`src/rtl/core_sync_if.sv`:
```
// Host/core handshake bundle for core_sync_ctrl: launch request, per-core
// ready/done/start and run status back to the host.
interface core_sync_if #(
    parameter int CORE_COUNT    = 4,
    parameter int CYCLE_WIDTH   = 32,
    parameter int TIMEOUT_WIDTH = 20
);
    logic                     host_go;
    logic [CORE_COUNT-1:0]    core_mask;
    logic [TIMEOUT_WIDTH-1:0] timeout_limit;
    logic [CORE_COUNT-1:0]    core_ready;
    logic [CORE_COUNT-1:0]    core_done;
    logic [CORE_COUNT-1:0]    core_start;
    logic                     busy;
    logic                     all_done;
    logic                     timeout_err;
    logic [CORE_COUNT-1:0]    done_mask;
    logic [CYCLE_WIDTH-1:0]   run_cycles;

    modport master (
        output host_go, core_mask, timeout_limit, core_ready, core_done,
        input  core_start, busy, all_done, timeout_err, done_mask, run_cycles
    );

    modport slave (
        input  host_go, core_mask, timeout_limit, core_ready, core_done,
        output core_start, busy, all_done, timeout_err, done_mask, run_cycles
    );
endinterface

```
`src/rtl/core_sync_ctrl.sv`:
```
// Launch/completion coordinator for a masked set of cores.
// Optional run watchdog enabled by defining CORE_SYNC_TIMEOUT_EN.
//
// state    | meaning
// IDLE     | waiting for host_go
// WAIT_RDY | waiting for every masked core to report ready
// LAUNCH   | single-cycle start pulse to masked cores
// RUN      | collecting done, counting cycles
// FINISH   | single-cycle all_done pulse
// ABORT    | watchdog expired, flag error (watchdog build only)
module core_sync_ctrl #(
    parameter int CORE_COUNT    = 4,
    parameter int CYCLE_WIDTH   = 32,
    parameter int TIMEOUT_WIDTH = 20
) (
    input  logic      clk,
    input  logic      rst,
    core_sync_if.slave bus
);
    localparam logic [2:0] ST_IDLE     = 3'd0;
    localparam logic [2:0] ST_WAIT_RDY = 3'd1;
    localparam logic [2:0] ST_LAUNCH   = 3'd2;
    localparam logic [2:0] ST_RUN      = 3'd3;
    localparam logic [2:0] ST_FINISH   = 3'd4;
    localparam logic [2:0] ST_ABORT    = 3'd5;

    logic [2:0]             state;
    logic [CORE_COUNT-1:0]  mask_q;
    logic [CORE_COUNT-1:0]  done_mask_q;
    logic [CORE_COUNT-1:0]  done_next;
    logic [CYCLE_WIDTH-1:0] run_cycles_q;
    logic [CYCLE_WIDTH-1:0] run_next;
    logic                   accept_go;
    logic                   run_complete;
    logic                   wd_abort;

    always_comb begin
        done_next    = done_mask_q | (bus.core_done & mask_q);
        run_next     = (&run_cycles_q) ? run_cycles_q : run_cycles_q + CYCLE_WIDTH'(1);
        accept_go    = (state == ST_IDLE) && bus.host_go;
        run_complete = (done_next == mask_q);
    end

`ifdef CORE_SYNC_TIMEOUT_EN
    localparam int CMP_W = (CYCLE_WIDTH > TIMEOUT_WIDTH) ? CYCLE_WIDTH : TIMEOUT_WIDTH;

    logic [TIMEOUT_WIDTH-1:0] limit_q;
    logic                     timeout_err_q;

    // Completion on the limit cycle takes priority over the abort.
    assign wd_abort = (state == ST_RUN) && !run_complete && (limit_q != '0)
                      && (CMP_W'(run_next) == CMP_W'(limit_q));

    always_ff @(posedge clk or posedge rst) begin
        if (rst) begin
            limit_q       <= '0;
            timeout_err_q <= 1'b0;
        end else if (accept_go) begin
            limit_q       <= bus.timeout_limit;
            timeout_err_q <= 1'b0;
        end else if (wd_abort) begin
            timeout_err_q <= 1'b1;
        end
    end

    assign bus.timeout_err = timeout_err_q;
`else
    logic unused_limit;

    assign unused_limit    = ^bus.timeout_limit;
    assign wd_abort        = 1'b0;
    assign bus.timeout_err = 1'b0;
`endif

    always_ff @(posedge clk or posedge rst) begin
        if (rst) begin
            state        <= ST_IDLE;
            mask_q       <= '0;
            done_mask_q  <= '0;
            run_cycles_q <= '0;
        end else begin
            case (state)
                ST_IDLE: begin
                    if (accept_go) begin
                        mask_q       <= bus.core_mask;
                        done_mask_q  <= '0;
                        run_cycles_q <= '0;
                        state        <= ST_WAIT_RDY;
                    end
                end
                ST_WAIT_RDY: begin
                    // An empty mask has nothing to launch or wait for.
                    if (mask_q == '0)
                        state <= ST_FINISH;
                    else if ((bus.core_ready & mask_q) == mask_q)
                        state <= ST_LAUNCH;
                end
                ST_LAUNCH: state <= ST_RUN;
                ST_RUN: begin
                    done_mask_q  <= done_next;
                    run_cycles_q <= run_next;
                    if (run_complete)
                        state <= ST_FINISH;
                    else if (wd_abort)
                        state <= ST_ABORT;
                end
                ST_FINISH: state <= ST_IDLE;
                ST_ABORT:  state <= ST_IDLE;
                default:   state <= ST_IDLE;
            endcase
        end
    end

    assign bus.core_start = (state == ST_LAUNCH) ? mask_q : '0;
    assign bus.busy       = (state != ST_IDLE);
    assign bus.all_done   = (state == ST_FINISH);
    assign bus.done_mask  = done_mask_q;
    assign bus.run_cycles = run_cycles_q;
endmodule
```
`src/flat_wrapper.sv`:
```
// flat-port wrapper written by rule: the top's interface ports become plain ports
module core_sync_ctrl_flat 
#(
    parameter int CORE_COUNT    = 4,
    parameter int CYCLE_WIDTH   = 32,
    parameter int TIMEOUT_WIDTH = 20
)
  (clk, rst, bus_host_go, bus_core_mask, bus_timeout_limit, bus_core_ready, bus_core_done, bus_core_start, bus_busy, bus_all_done, bus_timeout_err, bus_done_mask, bus_run_cycles);
  core_sync_if #(.CORE_COUNT(CORE_COUNT), .CYCLE_WIDTH(CYCLE_WIDTH), .TIMEOUT_WIDTH(TIMEOUT_WIDTH)) bus_i ();
  input  logic clk;
  input  logic rst;
  input wire logic [$bits(bus_i.host_go)-1:0] bus_host_go;
  input wire logic [$bits(bus_i.core_mask)-1:0] bus_core_mask;
  input wire logic [$bits(bus_i.timeout_limit)-1:0] bus_timeout_limit;
  input wire logic [$bits(bus_i.core_ready)-1:0] bus_core_ready;
  input wire logic [$bits(bus_i.core_done)-1:0] bus_core_done;
  output wire logic [$bits(bus_i.core_start)-1:0] bus_core_start;
  output wire logic [$bits(bus_i.busy)-1:0] bus_busy;
  output wire logic [$bits(bus_i.all_done)-1:0] bus_all_done;
  output wire logic [$bits(bus_i.timeout_err)-1:0] bus_timeout_err;
  output wire logic [$bits(bus_i.done_mask)-1:0] bus_done_mask;
  output wire logic [$bits(bus_i.run_cycles)-1:0] bus_run_cycles;
  assign bus_i.host_go = bus_host_go;
  assign bus_i.core_mask = bus_core_mask;
  assign bus_i.timeout_limit = bus_timeout_limit;
  assign bus_i.core_ready = bus_core_ready;
  assign bus_i.core_done = bus_core_done;
  assign bus_core_start = bus_i.core_start;
  assign bus_busy = bus_i.busy;
  assign bus_all_done = bus_i.all_done;
  assign bus_timeout_err = bus_i.timeout_err;
  assign bus_done_mask = bus_i.done_mask;
  assign bus_run_cycles = bus_i.run_cycles;
  core_sync_ctrl #(.CORE_COUNT(CORE_COUNT), .CYCLE_WIDTH(CYCLE_WIDTH), .TIMEOUT_WIDTH(TIMEOUT_WIDTH)) u_core (.clk(clk), .rst(rst), .bus(bus_i));
endmodule
```
`config.mk`:
```
export PLATFORM = sky130hd
export DESIGN_NAME = core_sync_ctrl_flat
export DESIGN_NICKNAME = d
export VERILOG_FILES = /design/src/rtl/core_sync_if.sv /design/src/rtl/core_sync_ctrl.sv /design/src/flat_wrapper.sv
export SDC_FILE = /design/constraint.sdc
export NUM_CORES = 1
export LEC_CHECK = 0
export ABC_AREA = 1
export CAP_MARGIN = 25
export CORE_ASPECT_RATIO = 1.5
export CORE_MARGIN = 8
export CORE_UTILIZATION = 44
export DETAILED_ROUTE_END_ITERATION = 8
export PLACE_DENSITY = 0.77
export SLEW_MARGIN = 20
export SYNTH_ARGS = -nofsm -noshare
export SYNTH_HDL_FRONTEND = slang
export SYNTH_SLANG_ARGS = --single-unit
```
`constraint.sdc`:
```
create_clock -name clk -period 1.7 [get_ports clk]
set_input_delay 0.17 -clock clk [delete_from_list [all_inputs] [get_ports clk]]
set_output_delay 0.17 -clock clk [all_outputs]
set_load 0.03 [all_outputs]
```
==> results of run 1 <==
-- flip-flops by register name, indices dropped and copies added (netlist names) --
signal / count
u_core.bus.done_mask: 4
u_core.bus.run_cycles: 32
u_core.mask_q: 4
u_core.state: 3
-- through the flow --
| step | instance area [um^2] | std cells |
|---|---|---|
| 6_report | 3920 | 598 |
| 4_1_cts | 3786 | 588 |
| 3_3_place_gp | 3681 | 579 |
| 2_1_floorplan | 2884 | 431 |
| 5_1_grt | 3920 | 598 |
| 3_5_place_dp | 3681 | 579 |
-- path summary, 6_finish.rpt --
path | from | to | slack, ns
setup / recovery | u_core.bus.run_cycles[23] | bus_run_cycles[23] | 0.04
hold / removal | rst | u_core.mask_q[1] | 0.18
hold reg to reg | u_core.bus.run_cycles[1] | u_core.bus.run_cycles[1] | 0.56
max in group asynchronous | rst | u_core.bus.run_cycles[9] | 1.05
min in group clk | bus_core_mask[0] | u_core.mask_q[0] | 0.43
setup reg to reg | u_core.bus.run_cycles[0] | u_core.bus.run_cycles[17] | 0.06
-- cell usage in the layout (no fill, tap or decap), drive strengths merged --
cell type        n
xor2             4
dlygate4sd2      5
a21o             3
o22ai            4
dfrtp           43
nand3           44
clkdlybuf4s50   41
nor3             3
o31ai            1
conb             1
nor2            63
o21a             1
o21ai           33
ha               1
or2              5
dlymetal6s2s     5
buf             39
nand3b           3
a21oi            8
inv             54
nand2          151
clkbuf           8
nand4            2
-- report_power, final --
group          switching (uW)  internal (uW)
clock network             363            371
registers                 185           1180
logic                    1230            682
-- final cells by class --
type / count / area [um^2] / area share [%]
inverters: 54 / 210.2 / 5.362
flip-flops and latches: 43 / 1085 / 27.67
clock buffers: 8 / 100.1 / 2.553
repair buffers: 90 / 847.1 / 21.61
multi-input cells: 327 / 1583 / 40.38
well taps: 76 / 95.09 / 2.426
-- routing by layer --
layer  vias to the layer above  track usage [%]  wire length (um)  share of wire [%]
met2                       117            34.99              4657                 54
met4                         0            8.471               299                3.4
met1                      1429            20.27              3069                 35
li1                       1535                -                 -                  -
met3                        21            4.069               643                7.4
met5                         -                0                 0                  0
-- logic make-up after synthesis --
logic type,synth area share [%]
compound gates,10.40
xor+xnor,1.223
fa+ha+maj,0.4368
buf+inv,9.130
flops,37.57
other cells,0.1309
simple gates,41.11
-- timing repair --
action                     4_1_cts  5_1_grt
resized for setup                5       21
cloned                           1        0
setup buffers                    0       10
setup endpoints to repair        9       34
pin swaps                        1        4
==> reports/qor.txt, run 1 <==
Area leader, netlist: dfrtp_1
Maximum vdd drop: 899.9 uV
Root buf cell: clkbuf_8
Mapped cell area: 0.002864 mm^2
Largest net degree at the start of global routing: 29
Rows: 36
Inserted Clock Buffers: 5
Routed wire length: 8.670 mm
Placeable Area: 0.006396 mm^2
Clock-pin slew on the worst setup and hold paths: 0.08 ns
Dpl hpwl: 6.588 mm
Place WS: -0.02467 ns
CTS H-tree depth: 2
Syn nets: 467
Post-synth top area share: 37.57%
CP Capture Type: output port
Vias per cell: 5.187
Clk_lat worst skew: 0.30 ns
Async SR Flop Fraction: 100.0%
Final worst-path setup slack: 0.04176 ns
Initial Util: 44.78%
Cells after synthesis: 431
Dominant cells by area after synthesis: dfrtp_1 38%, nand2_1 19%, nand3_1 7.7%
Power Density: 1024 mW/mm^2
Max Cap Violations: 0
Leakage power: 0.001886 uW
Final hold vios: 0
Hold Buf Count CTS: 0
Vias post-DR: 3102
Crit-path max FO: 3
Worst stage delay on the critical path: 0.67 ns
CP max stage cell: clkdlybuf4s50_1
Synthesized area per cell: 6.645 um^2
Clock Path Buffers: 2
Status: completed
Die ar.: 0.009400 mm^2
Top Ports: 78
Vias in the first global route: 3080
Remaining routing DRC violations: 0
Remaining antenna violation count: 0
Post-synth EDFFs: 0
Number of antenna violations at the first check in global routing: 0
Flops & latches, synth: 43
PortBufs: 56
Die height: 114.8 um
Final setup fails: 0
Seq/Total Area, Yosys: 37.57%
GP Congestion: 0.9652
Clock Skews: 0.005681 ns
Max frequency: 603.0 MHz
Total grt overflow: 0
Final Core Density: 61.29%
Critical Path Start Type: flop
Iter 0 DRT Violations: 165
Post-route minimum period: 1.658 ns
R2R cell count: 11
Tot Pwr: 4014 uW
CTS tree: done
Chip width: 81.88 um
Worst hold path type: input port to asynchronous set/reset pin
Antenna Cells: 0
Filler instances: 607
Yosys cell types: 33
Max-slew violation count: 0
CP Cell Sequence: buf_4, clkdlybuf4s50_1
Critical path arrival: 1.49 ns
Nets: 557
Primary FF master, synth: dfrtp_1
Count leader, synth: nand2_1
CTS sink cnt: 43
Final worst-path cycle share: 97.54%
Commonest cells post-synth: 145 x nand2_1, 57 x nor2_1, 52 x inv_1
Drt pass-1 iters: 5
Buf/Inv on CP: 2
First-pass GRT wire length: 14.30 mm
Total negative setup slack: 0 ns
Fraction of layout cells with a size suffix above 1: 16.86%
Setup Crit Path Kind: flop to output port
Area Growth Syn to Fin: 36.87%
WL/cell: 14.50 um
CP top delay family: buffers and inverters
Critical path depth: 2
Yosys warnings: 0
Worst path required time: 1.53 ns
Hold slack: 0.1789 ns
Overall Global Routing Usage: 19.26%
Power figures use the tool's default switching activity.
==> inputs of run 2 (changes only) <==
CORE_UTILIZATION = 49   (was 44)
PLACE_DENSITY = 0.81   (was 0.77)
SLEW_MARGIN = 30   (was 20)
clock period = 1.8 ns   (was 1.7 ns; I/O delays follow)
==> reports/qor.txt, run 2 (synthesis results as in run 1) <==
Crit-path max FO: 5 (+2)
Max frequency: 583.4 MHz
Overall Global Routing Usage: 18.90% (-0.36 points)
Switching Share: 44.47% (+0.12 points)
Setup Crit Path Kind: flop to output port
Final worst-path cycle share: 95.23%
Post-route minimum period: 1.714 ns
Remaining routing DRC violations: 0 (unchanged)
Worst stage delay on the critical path: 0.43 ns (-0.24 ns)
CTS H-tree depth: 2 (unchanged)
Hold slack: 0.2194 ns (+0.04054 ns)
Maximum vdd drop: 848.1 uV (-5.8%)
Final hold vios: 0 (unchanged)
Clock-pin slew on the worst setup and hold paths: 0.09 ns (about the same)
Max Cap Violations: 0 (unchanged)
Int Pwr: 2013 uW (-9.9%)
Placeable Area: 0.005743 mm^2 (-10%)
Total grt overflow: 0 (unchanged)
Leakage power: 0.001659 uW (-12%)
Root buf cell: clkbuf_8
Final setup fails: 0 (unchanged)
Worst path required time: 1.62 ns (+0.09 ns)
Hold Buf Count CTS: 0 (unchanged)
Worst R2R End: u_core.bus.run_cycles[29]
Final worst-path setup slack: 0.08578 ns (+0.04402 ns)
Vias per cell: 5.122 (-1.3%)
Routed wire length: 7.880 mm (-9.1%)
CP Capture Type: output port
Most frequent cells in the layout: 145 x nand2_1, 56 x nor2_1, 52 x inv_1, 50 x clkdlybuf4s50_1, 44 x nand3_1
Iter 0 DRT Violations: 137 (-17%)
Top Ports: 78 (unchanged)
Switch Pwr: 1612 uW (-9.5%)
Remaining antenna violation count: 0 (unchanged)
Clk_lat worst skew: 0.31 ns (about the same)
Die ar.: 0.008598 mm^2 (-8.5%)
Status: completed
Clock Path Buffers: 2 (unchanged)
CP dominant cell by count: nor2_1
Critical Path Start Type: flop
CTS sink cnt: 43 (unchanged)
Inserted Clock Buffers: 5 (unchanged)
Largest register FFs: 32 (unchanged)
Vias post-DR: 2945 (-5.1%)
Place WS: 0.09443 ns (+0.1191 ns)
CTS tree: done
Clock Skews: 0.01268 ns (+0.006999 ns)
Rows: 34 (-5.6%)
Die height: 109.6 um (-4.5%)
Reg2reg start: u_core.bus.run_cycles[0]
CP max stage cell: dfrtp_1
Critical path arrival: 1.53 ns (+0.04 ns)
Fraction of layout cells with a size suffix above 1: 11.13% (-5.7 points)
Seq pwr share: 35.0% (+1.0 points)
Area Growth Syn to Fin: 28.75%
Commonest non-fill, non-tap cell in the layout: nand2_1
CP Cell Sequence: nor2_1, nand2_1, nor2_1, clkdlybuf4s15_1
Initial Util: 49.87% (+5.1 points)
Max-slew violation count: 0 (unchanged)
R2R cell count: 9 (-2)
Logic gate share of total power: 46.2% (-1.5 points)
Vias in the first global route: 2898 (-5.9%)
Clock power share: 18.7% (+0.4 points)
Dpl hpwl: 6.090 mm (-7.6%)
Drt pass-1 iters: 4 (-1)
Power Density: 982.9 mW/mm^2 (-4.0%)
Worst hold path type: input port to asynchronous set/reset pin
Number of antenna violations at the first check in global routing: 0 (unchanged)
Total negative setup slack: 0 ns (unchanged)
Antenna Cells: 0 (unchanged)
GP Congestion: 0.9664 (+0.12%)
First-pass GRT wire length: 13.03 mm (-8.9%)
Nets: 538 (-3.4%)
CP startpoint: u_core.state[2]
Reg2Reg Setup Slack: 0.11 ns (+0.05 ns)
PortBufs: 56 (unchanged)
Largest net degree at the start of global routing: 44 (+52%)
Tot Pwr: 3624 uW (-9.7%)
Chip width: 78.42 um (-4.2%)
WL/cell: 13.70 um (-5.5%)
-- run 2: how the worst max path moves through the flow --
stage	slack [ns]	endpoint
finish	0.09	bus_core_start[1]
global route	-0.006	u_core.bus.run_cycles[23]
CTS	0.03	bus_core_start[2]
detailed placement	0.09	bus_core_start[3]
global placement	0.13	u_core.bus.run_cycles[23]
floorplan	0.01	u_core.bus.run_cycles[9]
-- run 2: worst max-delay path: cells and delay by family (launching register included) --
kind | cells | cell delay (ns)
DFF | 1 | 0.43
and+or+nand+nor | 3 | 0.43
buffers and inverters | 1 | 0.37
-- run 2: layout make-up --
class | count | area [um^2]
fillers | 527 | 2056
multi-input cells | 326 | 1534
flip-flops and latches | 43 | 1079
repair buffers | 72 | 675.6
inverters | 54 | 210.2
well taps | 72 | 90.09
clock buffers | 6 | 82.58
clock inverters | 2 | 16.27
-- run 2: routing by layer --
layer,vias up,part of all wire [%],global-route usage [%]
met1,1350,38,18.86
met3,17,5.1,3.273
li1,1496,-,-
met2,82,55,37.14
met4,0,2.7,7.846
met5,-,0,0
-- run 2: power groups by stage --
stage | clock network [uW] | logic (uW) | registers, uW
after detailed placement | 0 | 1650 | 1290
after global routing | 717 | 1850 | 1290
final | 679 | 1680 | 1270
after global placement | 0 | 1630 | 1280
after floorplan | 0 | 1060 | 1380
after CTS | 676 | 1630 | 1270
-- run 2: timing repair --
| item | 4_1_cts | 5_1_grt |
|---|---|---|
| hold endpoints to repair | 0 | 0 |
| gates resized for setup | 6 | 10 |
| endpoints found under the setup margin | 6 | 12 |
| pin swaps | 0 | 1 |
| buffers inserted | 0 | 3 |
-- run 2: metrics by stage --
step	utilization (%)	instances	area, um^2
floorplan	-	431	2867
global placement	62.22	564	3573
detailed placement	62.22	564	3573
CTS	63.81	572	3665
global route	64.20	575	3687
finish	64.20	575	3687
==> inputs of run 3 (changes only) <==
GPL_TIMING_DRIVEN = 0   (was default)
==> reports/qor.txt, run 3 (synthesis results as in run 1) <==
Clock Skews: 0.007370 ns (-0.005309 ns)
Remaining routing DRC violations: 0 (unchanged)
Worst Max-Slew Pin Slew: 0.6326 ns
Tot Pwr: 3653 uW (+0.81%)
Number of antenna violations at the first check in global routing: 0 (unchanged)
Total negative setup slack: 0 ns (unchanged)
Reg2Reg Setup Slack: 0.10 ns (about the same)
Clock Path Buffers: 2 (unchanged)
Worst R2R End: u_core.bus.run_cycles[0]
Remaining antenna violation count: 0 (unchanged)
Critical Path Start Type: flop
WL/cell: 14.64 um (+6.8%)
Hold Buf Count CTS: 0 (unchanged)
Rows: 34 (unchanged)
Top Ports: 78 (unchanged)
Initial Util: 49.87% (unchanged)
R2R cell count: 10 (+1)
Nets: 538 (unchanged)
Finished Cell Area: 0.003694 mm^2 (+0.17%)
Placeable Area: 0.005743 mm^2 (unchanged)
Final worst-path cycle share: 95.44% (+0.20 points)
Critical path arrival: 1.54 ns (about the same)
Max Cap Violations: 0 (unchanged)
Largest register FFs: 32 (unchanged)
Commonest non-fill, non-tap cell in the layout: nand2_1
CP Capture Type: output port
Antenna Cells: 0 (unchanged)
Area Growth Syn to Fin: 28.96%
Reg2reg start: u_core.bus.run_cycles[0]
Max frequency: 582.1 MHz (-0.21%)
Total grt overflow: 0 (unchanged)
Post-route minimum period: 1.718 ns (+0.003628 ns)
Die ar.: 0.008598 mm^2 (unchanged)
Final setup fails: 0 (unchanged)
Worst path required time: 1.62 ns (about the same)
CTS sink cnt: 43 (unchanged)
CP max stage cell: clkdlybuf4s50_1
CTS tree: done
PortBufs: 56 (unchanged)
Power Density: 989.1 mW/mm^2 (+0.64%)
CTS H-tree depth: 2 (unchanged)
Rel. slew slack: 57.83%
Clk_lat worst skew: 0.30 ns (about the same)
Iter 0 DRT Violations: 173 (+26%)
Inserted Clock Buffers: 5 (unchanged)
Most frequent cells in the layout: 145 x nand2_1, 56 x nor2_1, 51 x inv_1, 50 x clkdlybuf4s50_1, 44 x nand3_1
Largest net degree at the start of global routing: 24 (-45%)
CP Cell Sequence: buf_4, clkdlybuf4s50_1
Fraction of layout cells with a size suffix above 1: 11.53% (+0.40 points)
First-pass GRT wire length: 13.66 mm (+4.8%)
Vias post-DR: 2970 (+0.85%)
Maximum vdd drop: 657.5 uV (-22%)
Vias in the first global route: 2869 (-1.0%)
Routed wire length: 8.416 mm (+6.8%)
Dpl hpwl: 6.596 mm (+8.3%)
Crit-path max FO: 5 (unchanged)
Buf/Inv on CP: 2 (+1)
CP top delay family: buffers and inverters
Setup Crit Path Kind: flop to output port
GP Congestion: 0.9267 (-4.1%)
Worst hold path type: input port to asynchronous set/reset pin
Status: completed
Chip width: 78.42 um (unchanged)
Final hold vios: 0 (unchanged)
Die height: 109.6 um (unchanged)
Max-slew violation count: 0 (unchanged)
Hold slack: 0.2370 ns (+0.01756 ns)
Placed Area: 0.003545 mm^2 (-0.81%)
Root buf cell: clkbuf_8
Leakage power: 0.001634 uW (-1.5%)
Final Core Density: 64.31% (+0.11 points)
Vias per cell: 5.165 (+0.85%)
Drt pass-1 iters: 4 (unchanged)
Overall Global Routing Usage: 19.92% (+1.0 points)
Clock-pin slew on the worst setup and hold paths: 0.09 ns (about the same)
Worst stage delay on the critical path: 0.67 ns (+0.24 ns)
==> run 3: cell count changes in the layout (fill, tap and decap cells not counted), moves of 2 or more <==
cell,delta
clkbuf_2,-3
dfrtp_2,+4
clkbuf_1,+4
buf_4,-5
clkdlybuf4s15_2,+2
buf_2,+3
dfrtp_1,-4
==> run 3: per-stage QoR <==
stage | worst slack (ns) | std cells
4_1_cts | 0.01299 | 570
5_1_grt | -0.002794 | 575
3_3_place_gp | -0.4040 | 559
3_5_place_dp | -0.07495 | 560
2_1_floorplan | 0.01470 | 431
6_report | 0.08215 | 575
==> run 3: worst max-delay path by stage <==
stage,startpoint,end,depth (start not counted)
after floorplan,u_core.bus.run_cycles[0],u_core.bus.run_cycles[9],11
after global placement,rst,u_core.bus.run_cycles[1],2
after detailed placement,u_core.bus.run_cycles[0],u_core.bus.run_cycles[11],11
after CTS,u_core.state[2],bus_core_start[0],4
after global routing,u_core.bus.run_cycles[0],u_core.bus.run_cycles[11],11
final,u_core.bus.run_cycles[0],bus_run_cycles[0],2
==> run 3: worst reg2reg max path, cell delays in order (launching register included) <==
cell and delay (ns):
dfrtp_2 0.43, ha_4 0.18, nand2_2 0.08, nor2_4 0.15, nand2_4 0.08, nor2_4 0.14
nand2_4 0.10, nand2_8 0.11, inv_6 0.06, buf_8 0.15, a21oi_2 0.15
==> run 3: repair_timing <==
item	CTS	global route
endpoints found under the setup margin	31	30
hold endpoints to repair	0	0
buffers inserted	2	5
gates resized for setup	16	10
pin swaps	1	1
==> run 3: area by class of cell <==
cell class	instances	area, um^2
fill	530	2049
multi-input combinational	326	1546
sequential	43	1084
timing repair buffer	64	630.6
inverter	54	207.7
tap	72	90.09
clock buffer	7	76.32
buffer	8	53.80
clock inverter	1	5.005
==> run 3: power by group <==
group	switching [uW]	total [uW]	internal, uW	leakage [uW]
clock	341	614	273	0.0000422
combinational	1150	1750	606	0.00102
sequential	171	1290	1110	0.000575
==> run 3: per-layer routing <==
| metal | wire length [um] | global-route usage, % | vias up |
|---|---|---|---|
| met2 | 4560 | 36.78 | 78 |
| met4 | 229 | 9.309 | 0 |
| li1 | - | - | 1500 |
| met3 | 370 | 3.110 | 19 |
| met1 | 3255 | 21.67 | 1373 |
| met5 | 0 | 0 | - |
